--- config.mk ---
export PLATFORM = sky130hd
export DESIGN_NAME = fifo_rd_arbiter
export DESIGN_NICKNAME = d
export VERILOG_FILES = /design/src/rtl/fifo_rd_arbiter.sv
export SDC_FILE = /design/constraint.sdc
export NUM_CORES = 1
export LEC_CHECK = 0
export ABC_AREA = 1
export ABC_CLOCK_PERIOD_IN_PS = 3200
export CAP_MARGIN = 20
export CORE_UTILIZATION = 48
export DETAILED_ROUTE_END_ITERATION = 8
export GPL_TIMING_DRIVEN = 0
export HOLD_SLACK_MARGIN = 0.12
export PLACE_DENSITY = 0.83
export SLEW_MARGIN = 10
export SYNTH_ARGS = -nofsm -noshare
export SYNTH_HDL_FRONTEND = slang
export SYNTH_SLANG_ARGS = --single-unit
--- constraint.sdc ---
create_clock -name rclk -period 3.2 [get_ports rclk]
set_input_delay 0.48 -clock rclk [delete_from_list [all_inputs] [get_ports rclk]]
set_output_delay 0.48 -clock rclk [all_outputs]
set_load 0.02 [all_outputs]
--- src/rtl/fifo_rd_arbiter.sv ---
// Round-robin burst scheduler for the FIFO read port. A word reaches dout one cycle after fifo_rinc; pops stall on empty, dout backpressure or req drop.
// Optional FIFO_RD_ARB_TIMEOUT_EN adds an empty-stall watchdog that aborts the burst after TIMEOUT cycles.
module fifo_rd_arbiter #(
   parameter int NUM_REQ   = 4,
   parameter int ID_W      = 2,
   parameter int DATA_SIZE = 8,
   parameter int LEN_W     = 4
`ifdef FIFO_RD_ARB_TIMEOUT_EN
   ,
   parameter int TIMEOUT   = 16
`endif
) (
   input  logic                     rclk,
   input  logic                     rrst_n,
   input  logic [NUM_REQ-1:0]       req,
   input  logic [NUM_REQ*LEN_W-1:0] burst_len,
   input  logic                     fifo_rempty,
   input  logic [DATA_SIZE-1:0]     fifo_rdata,
   output logic                     fifo_rinc,
   output logic [NUM_REQ-1:0]       gnt,
   output logic [DATA_SIZE-1:0]     dout,
   output logic                     dout_valid,
   output logic [ID_W-1:0]          dout_id,
   input  logic                     dout_ready,
   output logic                     burst_done,
   output logic                     timeout
);

   typedef enum logic {IDLE, BURST} state_t;

   localparam logic [ID_W-1:0] LAST_ID = ID_W'(NUM_REQ - 1);

   state_t               state_q, state_d;
   logic [ID_W-1:0]      ptr_q, ptr_d;
   logic [ID_W-1:0]      gid_q, gid_d;
   logic [LEN_W:0]       cnt_q, cnt_d;
   logic                 done_q, done_d;
   logic [DATA_SIZE-1:0] dout_q;
   logic                 dout_vld_q;
   logic [ID_W-1:0]      dout_id_q;

   logic                 sel_vld;
   logic [ID_W-1:0]      sel_id;
   logic [ID_W-1:0]      cand;
   logic [LEN_W-1:0]     len_sel;
   logic                 tmo_hit;

`ifdef FIFO_RD_ARB_TIMEOUT_EN
   localparam int STW = $clog2(TIMEOUT + 1);
   logic [STW-1:0]       stall_q, stall_d;
   logic                 tmo_q, tmo_d;
`endif

   // Scan downward so the nearest set request after the pointer wins last.
   always_comb begin
      sel_vld = 1'b0;
      sel_id  = '0;
      cand    = '0;
      len_sel = '0;
      for (int k = NUM_REQ; k >= 1; k--) begin
         cand = ID_W'((int'(ptr_q) + k) % NUM_REQ);
         if (req[cand]) begin
            sel_vld = 1'b1;
            sel_id  = cand;
         end
      end
      for (int i = 0; i < NUM_REQ; i++) begin
         if (sel_id == ID_W'(i)) len_sel = burst_len[i*LEN_W +: LEN_W];
      end
   end

   always_comb begin
      state_d   = state_q;
      ptr_d     = ptr_q;
      gid_d     = gid_q;
      cnt_d     = cnt_q;
      done_d    = 1'b0;
      fifo_rinc = 1'b0;
      tmo_hit   = 1'b0;
`ifdef FIFO_RD_ARB_TIMEOUT_EN
      stall_d   = stall_q;
      tmo_d     = 1'b0;
`endif
      case (state_q)
         IDLE: begin
            if (sel_vld) begin
               state_d = BURST;
               gid_d   = sel_id;
               cnt_d   = (len_sel == '0) ? {1'b1, {LEN_W{1'b0}}} : {1'b0, len_sel};
`ifdef FIFO_RD_ARB_TIMEOUT_EN
               stall_d = '0;
`endif
            end
         end
         BURST: begin
            fifo_rinc = ~fifo_rempty & (~dout_vld_q | dout_ready) & req[gid_q];
`ifdef FIFO_RD_ARB_TIMEOUT_EN
            tmo_hit = fifo_rempty && (stall_q == STW'(TIMEOUT - 1));
            stall_d = (fifo_rempty && !fifo_rinc) ? stall_q + 1'b1 : '0;
            tmo_d   = tmo_hit;
`endif
            if (fifo_rinc) cnt_d = cnt_q - 1'b1;
            if (!req[gid_q] || tmo_hit || (fifo_rinc && cnt_q == (LEN_W+1)'(1))) begin
               state_d = IDLE;
               done_d  = 1'b1;
               ptr_d   = gid_q;
            end
         end
         default: state_d = IDLE;
      endcase
   end

   always_ff @(posedge rclk or negedge rrst_n) begin
      if (!rrst_n) begin
         state_q <= IDLE;
         ptr_q   <= LAST_ID;
         gid_q   <= '0;
         cnt_q   <= '0;
         done_q  <= 1'b0;
`ifdef FIFO_RD_ARB_TIMEOUT_EN
         stall_q <= '0;
         tmo_q   <= 1'b0;
`endif
      end else begin
         state_q <= state_d;
         ptr_q   <= ptr_d;
         gid_q   <= gid_d;
         cnt_q   <= cnt_d;
         done_q  <= done_d;
`ifdef FIFO_RD_ARB_TIMEOUT_EN
         stall_q <= stall_d;
         tmo_q   <= tmo_d;
`endif
      end
   end

   // A load and an accept in the same cycle keep the stage full.
   always_ff @(posedge rclk or negedge rrst_n) begin
      if (!rrst_n) begin
         dout_q     <= '0;
         dout_vld_q <= 1'b0;
         dout_id_q  <= '0;
      end else if (fifo_rinc) begin
         dout_q     <= fifo_rdata;
         dout_vld_q <= 1'b1;
         dout_id_q  <= gid_q;
      end else if (dout_ready) begin
         dout_vld_q <= 1'b0;
      end
   end

   always_comb begin
      gnt = '0;
      if (state_q == BURST) gnt[gid_q] = 1'b1;
   end

   assign dout       = dout_q;
   assign dout_valid = dout_vld_q;
   assign dout_id    = dout_id_q;
   assign burst_done = done_q;
`ifdef FIFO_RD_ARB_TIMEOUT_EN
   assign timeout    = tmo_q;
`else
   assign timeout    = 1'b0;
`endif

endmodule
### Yosys cells after proc, flatten, opt, wreduce, memory -nomap -nowiden

Cells that the tools add are included.

| storage, ports and cells | value |
|---|---|
| memory bits (writable) | 0 |
| register bits | 22 |
| latch bits | 0 |
| output and inout port bits | 18 |
| memory bits (read-only) | 0 |
| bits of input ports | 32 |
| logic and storage cells | 78 |
| memories kept | 0 |

| cells by class | value |
|---|---|
| div/mod/pow operators | 0 |
| $add $sub $neg | 5 |
| magnitude comparators | 6 |
| multiply operators | 0 |
| bitwise operators | 6 |
| shifts and indexed selects | 0 |
| eq/ne operators | 6 |
| reductions and logical operators | 10 |
| muxes and demuxes | 37 |

Operators by type and width:

| cell | number |
|---|---|
| 2-to-1 mux 4 bit | 5 |
| 2-to-1 mux 1 bit | 17 |
| < comparator 2 x 3 -> 1 bit, second input constant | 5 |
| 2-to-1 mux 5 bit | 3 |
| binary-select mux 1 bit (select 2 bit) | 5 |
| one-hot mux 5 bit (2 select lines) | 1 |
| 2-to-1 mux 2 bit | 4 |
| AND reduction 2 bit | 3 |
| == test 5 x 1 -> 1 bit, second input constant | 1 |
| subtractor 5 x 1 -> 5 bit, second input constant | 1 |
| adder 2 x 1 -> 2 bit, second input constant | 2 |
| adder 2 bit, second input constant | 2 |
| == test 2 bit, second input constant | 2 |
| logical NOT 4 bit | 1 |
| inverter 1 bit | 3 |
| bitwise AND 1 bit | 2 |
| demux 1 bit (select 2 bit) | 1 |
| == test 2 x 1 -> 1 bit, second input constant | 1 |
| >= comparator 2 x 1 -> 1 bit, second input constant | 1 |
| logical AND 1 bit | 2 |
| logical NOT 2 bit | 1 |
| != test 2 x 1 -> 1 bit, second input constant | 1 |
| != test 2 bit, second input constant | 1 |
| one-hot mux 1 bit (2 select lines) | 1 |
| other kinds (4) | 4 |

### Logic depth before layout (Yosys ltp)

| depth | value |
|---|---|
| word-level depth | 16 |
| gate-level depth with buffers | 17 |
| depth with buffers taken out | 15 |

### Least setup slack after synthesis

Ideal clock, no wire load.

| timing | value |
|---|---|
| path type | register to register |
| start point | register ptr_q[0] |
| end point | register cnt_q[4] |
| buffers on the path | 2 |
| setup time | 0.120 ns |
| cell stages (with the launch flop) | 18 |
| required time | 3.080 ns |
| slack | 1.379 ns |
| data arrival time | 1.701 ns |
| cell sequence | dfstp_2 buf_6 inv_6 nand2_2 nand2_2 nand2_2 nand2_1 inv_2 nand2_1 nand2_2 nand2_2 buf_6 nand3_1 nand2_1 o21ai_2 nor2_1 nand2_1 a21oi_2 |

| between the ends | value |
|---|---|
| word-level cells in the longest chain between the ends | 16 |
| elaborated cells between the ends (all ways) | 34 |

RTL lines:

| item | line | RTL |
|---|---|---|
| start, declared | 34 | `logic [ID_W-1:0] ptr_q, ptr_d;` |
| start signal, assigned | 126 | `ptr_q <= ptr_d;` |
| adder 2 x 1 -> 2 bit | 61 | `cand = ID_W'((int'(ptr_q) + k) % NUM_REQ);` |
| binary-select mux 1 bit (select 2 bit) | 62 | `if (req[cand]) begin` |
| 2-to-1 mux 1 bit (not written as such) | 62 |  |
| 2-to-1 mux 2 bit (4 in a row) | 62 |  |
| logical NOT 2 bit | 68 | `if (sel_id == ID_W'(i)) len_sel = burst_len[i*LEN_W +: LEN_W];` |
| 2-to-1 mux 4 bit (4 in a row) | 68 |  |
| logical NOT 4 bit | 89 | `cnt_d = (len_sel == '0) ? {1'b1, {LEN_W{1'b0}}} : {1'b0, len_sel};` |
| 2-to-1 mux 5 bit | 89 |  |
| 2-to-1 mux 5 bit | 86 | `if (sel_vld) begin` |
| one-hot mux 5 bit (2 select lines) | 84 | `case (state_q)` |
| end signal, assigned | 128 | `cnt_q <= cnt_d;` |
| end, declared | 36 | `logic [LEN_W:0] cnt_q, cnt_d;` |

Several ways; a longest one is shown, not always the timed one. The select of a mux whose other input is x is not followed.
A chain may end at the register's enable or synchronous reset.

### Final worst setup path

| timing | value |
|---|---|
| start point | input req[3] |
| end point | output fifo_rinc |

| between the ends | value |
|---|---|
| word-level cells in the longest chain between the ends | 4 |

RTL lines:

| item | line | RTL |
|---|---|---|
| start, declared | 15 | `input logic [NUM_REQ-1:0] req,` |
| binary-select mux 1 bit (select 2 bit) | 96 | `fifo_rinc = ~fifo_rempty & (~dout_vld_q \| dout_ready) & req[gid_q];` |
| 2-to-1 mux 1 bit (not written as such) | 96 |  |
| bitwise AND 1 bit | 96 |  |
| 2-to-1 mux 1 bit | 84 |  |
| end, declared | 19 | `output logic fifo_rinc,` |

Every way passes these cells. The select of a mux whose other input is x is not followed.

==> results.rst <==
.. list-table::
   :header-rows: 1

   * - Metric
     - Value
   * - Final max-slew violation count
     - 0
   * - Source-to-sink clock delay at the later pin of the worst-skew pair
     - 0.31 ns
   * - Number of buffers created by CTS
     - 3
   * - Antenna diode count
     - 0
   * - Initial cell density of the core
     - 0.514
   * - H-tree level count
     - 1
   * - Unique masters post-synth
     - 31
   * - Most common cell after layout, fill and taps aside
     - nand2_1
   * - Power share of the sequential group
     - 0.235
   * - Met3 GRT Util
     - 0.0184
   * - Total congestion overflow after global routing
     - 0
   * - Most used routing layer
     - met2
   * - Smallest hold slack
     - 0.492 ns
   * - Count of endpoints failing setup in the final report
     - 0
   * - Setup repair after global routing missed its margin
     - no
   * - Cts hold-fix bufs
     - 0
   * - Number of max-cap violations
     - 0
   * - Post-Synthesis Net Count
     - between 200 and 250
   * - Core Area
     - between 2000 and 3000 sq um
   * - Crit path required time
     - about 2.7 ns
   * - Power density over the cells
     - around 1100 nW/um^2
   * - Hold Path Depth
     - 2
   * - Proportion of total power due to net switching
     - 0.474
   * - Detailed-route DRC error count
     - 0
   * - Root buf cell
     - clkbuf_4
   * - Highest ir drop seen on vdd
     - 0.897 mV
   * - Placement row count
     - 19
   * - Outcome
     - completed
   * - Port Buffers
     - 48
   * - First-pass iteration count of the detailed router
     - 4
   * - Final instance count without filler cells
     - 284
   * - Filler Cell Count
     - 232
   * - FF-to-FF path depth
     - 15
   * - Die Y
     - around 57 um
   * - Post-synthesis instance area
     - 1430 sq um
   * - Signal arrival time at the worst endpoint
     - 2.47 ns
   * - CTS tree
     - built
   * - IO Pins
     - 50
   * - Crit Path Category
     - input port to primary output
   * - Worst rel slew slack
     - 0.387
   * - Yosys warns
     - 0
   * - Timing-limited maximum frequency
     - 0.340 GHz
   * - Met1 track utilization from global routing
     - 0.265
   * - Power after layout
     - 2160 uW
   * - Sequential-to-total area share from yosys stat
     - 0.387
   * - Maximum number of pins on one net before global-route repair
     - 23
   * - Initial antenna violation count
     - 0
   * - Half-perimeter wire length of the detailed placement result
     - 2.39 mm
   * - Number of endpoints with negative hold slack in the final report
     - 0
   * - Grt met2 use
     - 0.361
   * - Fraction of layout cells with a size suffix above 1
     - 0.138
   * - Worst slew pin tran
     - approximately 0.9 ns
   * - Combinational group share of total power
     - 0.667
   * - Total global routing track utilization
     - 0.205
   * - Buffer levels on the longest clock path
     - 2
   * - Number of nets with antenna violations after detailed routing
     - 0
   * - Clock slew seen by the registers of the worst setup and hold paths
     - between 0.1 and 0.15 ns
   * - Total number of vias
     - about 1400
   * - Post-Route WL
     - 2.96 mm
   * - Psw
     - just over 1000 uW
   * - Total die area
     - 3200 sq um
   * - Biggest fanout along the worst timing path
     - 9
   * - Wire length of the first global-routing pass
     - around 5.3 mm
   * - Number of sinks driven by the clock tree
     - 22
   * - Routed via count divided by cell count
     - 4.99
   * - Cells after Synth
     - 201
   * - Clock period minus worst slack
     - between 2 and 3 ns
   * - Endpoint type of the worst setup path
     - primary output
   * - Area delta synth->final
     - 40.3%
   * - Class of the tightest hold or removal check
     - register to register
   * - Final layout net count
     - 288
   * - Overall die width
     - around 57 um
   * - Worst-case clock skew
     - 0.0100 ns
   * - Setup total negative slack
     - 0 ns
   * - Count of routing violations after the opening detailed-route iteration
     - between 40 and 50
   * - Proportion of power drawn by the clock network
     - 0.098
   * - Detail-routed net length per standard cell
     - 10.4 um
   * - Startpoint Class
     - input port
   * - Share of the clock period used by the worst path after layout
     - 0.920
   * - Cell leakage power
     - 0.000992 uW
   * - Gp weighted congestion
     - 0.762
   * - Cell-internal power
     - 1130 uW
   * - Via count of the first global-routing pass
     - 1282
   * - Post-placement cell count
     - 280
   * - Mean instance size in the synthesized netlist
     - 7.12 sq um
   * - Highest-count cells in the layout ignoring fill and taps
     - 73 x nand2_1, 48 x clkdlybuf4s50_1, 20 x inv_1, 20 x dfrtp_1, 14 x nand2_2
   * - Yosys reg bits
     - 22
## final timing paths
path	startpoint	to	slack, ns
max	req[3]	fifo_rinc	0.25
max in group asynchronous	rrst_n	dout_valid$_DFFE_PN0P_	1.97
min	dout[7]$_DFFE_PN0P_	dout[7]$_DFFE_PN0P_	0.49
min reg2reg	dout[7]$_DFFE_PN0P_	dout[7]$_DFFE_PN0P_	0.49
max reg2reg	ptr_q[0]$_DFFE_PN1P_	cnt_q[4]$_DFFE_PN0P_	1.13
min in group asynchronous	rrst_n	dout[5]$_DFFE_PN0P_	0.67
## worst max-delay path: stages
cell	delay, ns
clkdlybuf4s50_1	0.49
inv_1	0.07
o31ai_2	0.32
nand3_1	0.24
clkinv_1	0.23
clkdlybuf4s50_1	0.64
## power groups by stage
stage | Sequential, uW | Combinational, uW | Clock (uW)
6_report | 507 | 1440 | 211
5_1_grt | 523 | 1620 | 229
4_1_cts | 508 | 1450 | 212
3_5_place_dp | 514 | 1440 | 0
3_3_place_gp | 509 | 1420 | 0
2_1_floorplan | 586 | 959 | 0
## cell type report
cell class,count,area [sq um],share of cell area
Clock buffer,3,22.5,0.0112
Clock inverter,1,30.0,0.0150
Timing Repair Buffer,48,480,0.239
Buffer,5,41.3,0.0206
Multi-Input combinational cell,150,746,0.372
Tap cell,31,38.8,0.0193
Sequential cell,22,553,0.276
Inverter,24,95.1,0.0474
## flip-flops by register name, indices dropped and copies added (netlist names)
register,count
cnt_q,5
state_q,1
gid_q,2
dout,8
dout_id,2
dout_valid,1
burst_done,1
ptr_q,2
## through the flow
stage	area, sq um	setup WS [ns]	utilization
after floorplan	1430	1.38	-
after global placement	1950	0.152	0.701
after detailed placement	1950	0.170	0.701
after CTS	2000	0.159	0.720
after global routing	2010	0.0706	0.722
final	2010	0.255	0.722
## layer usage
layer  wire [um]  part of all wire
met2        1450              0.49
met3         140             0.047
met5           0                 0
met1        1330              0.45
met4          38             0.013
## Yosys cell counts
cell type,count,share of area
ha_1,2,0.017
clkinv_1,1,0.0026
o21ai_2,1,0.0061
nand2_1,73,0.19
nand3_1,11,0.038
clkbuf_1,1,0.0026
inv_1,20,0.052
nand4_1,7,0.031
dfstp_2,2,0.037
a31oi_1,1,0.0044
o22ai_1,1,0.0044
xnor2_1,2,0.012
nand2_2,14,0.061
inv_2,2,0.0053
nor2_2,2,0.0087
o21ai_0,11,0.038
buf_6,2,0.016
a21oi_2,1,0.0061
nor2_1,8,0.021
buf_4,2,0.010
o31ai_2,1,0.0087
inv_6,1,0.0061
dfrtp_1,20,0.35
conb_1,1,0.0026
a21oi_1,3,0.010
o21ai_1,4,0.014
nand3_2,1,0.0070
a21boi_4,1,0.013
o31ai_1,1,0.0053
o211ai_1,1,0.0053
nor3_1,3,0.010
## timing repair
item	in CTS	in global routing
setup buffers	0	0
gates resized for setup	0	1
setup endpoints to repair	0	1
## kinds of logic (layout without fill, tap and decap cells)
kind of cell | count (synthesis) | count (layout) | share of synthesized area
buffers and inverters | 29 | 81 | 0.0954
adder cells (fa/ha/maj) | 2 | 2 | 0.0175
XOR/XNOR | 2 | 2 | 0.0123
other | 1 | 1 | 0.00262
AO/OA/AOI/OAI | 26 | 26 | 0.116
flip-flops | 22 | 22 | 0.387
AND/OR/NAND/NOR | 119 | 119 | 0.369
No activity file was read; power rests on OpenSTA's default activity.
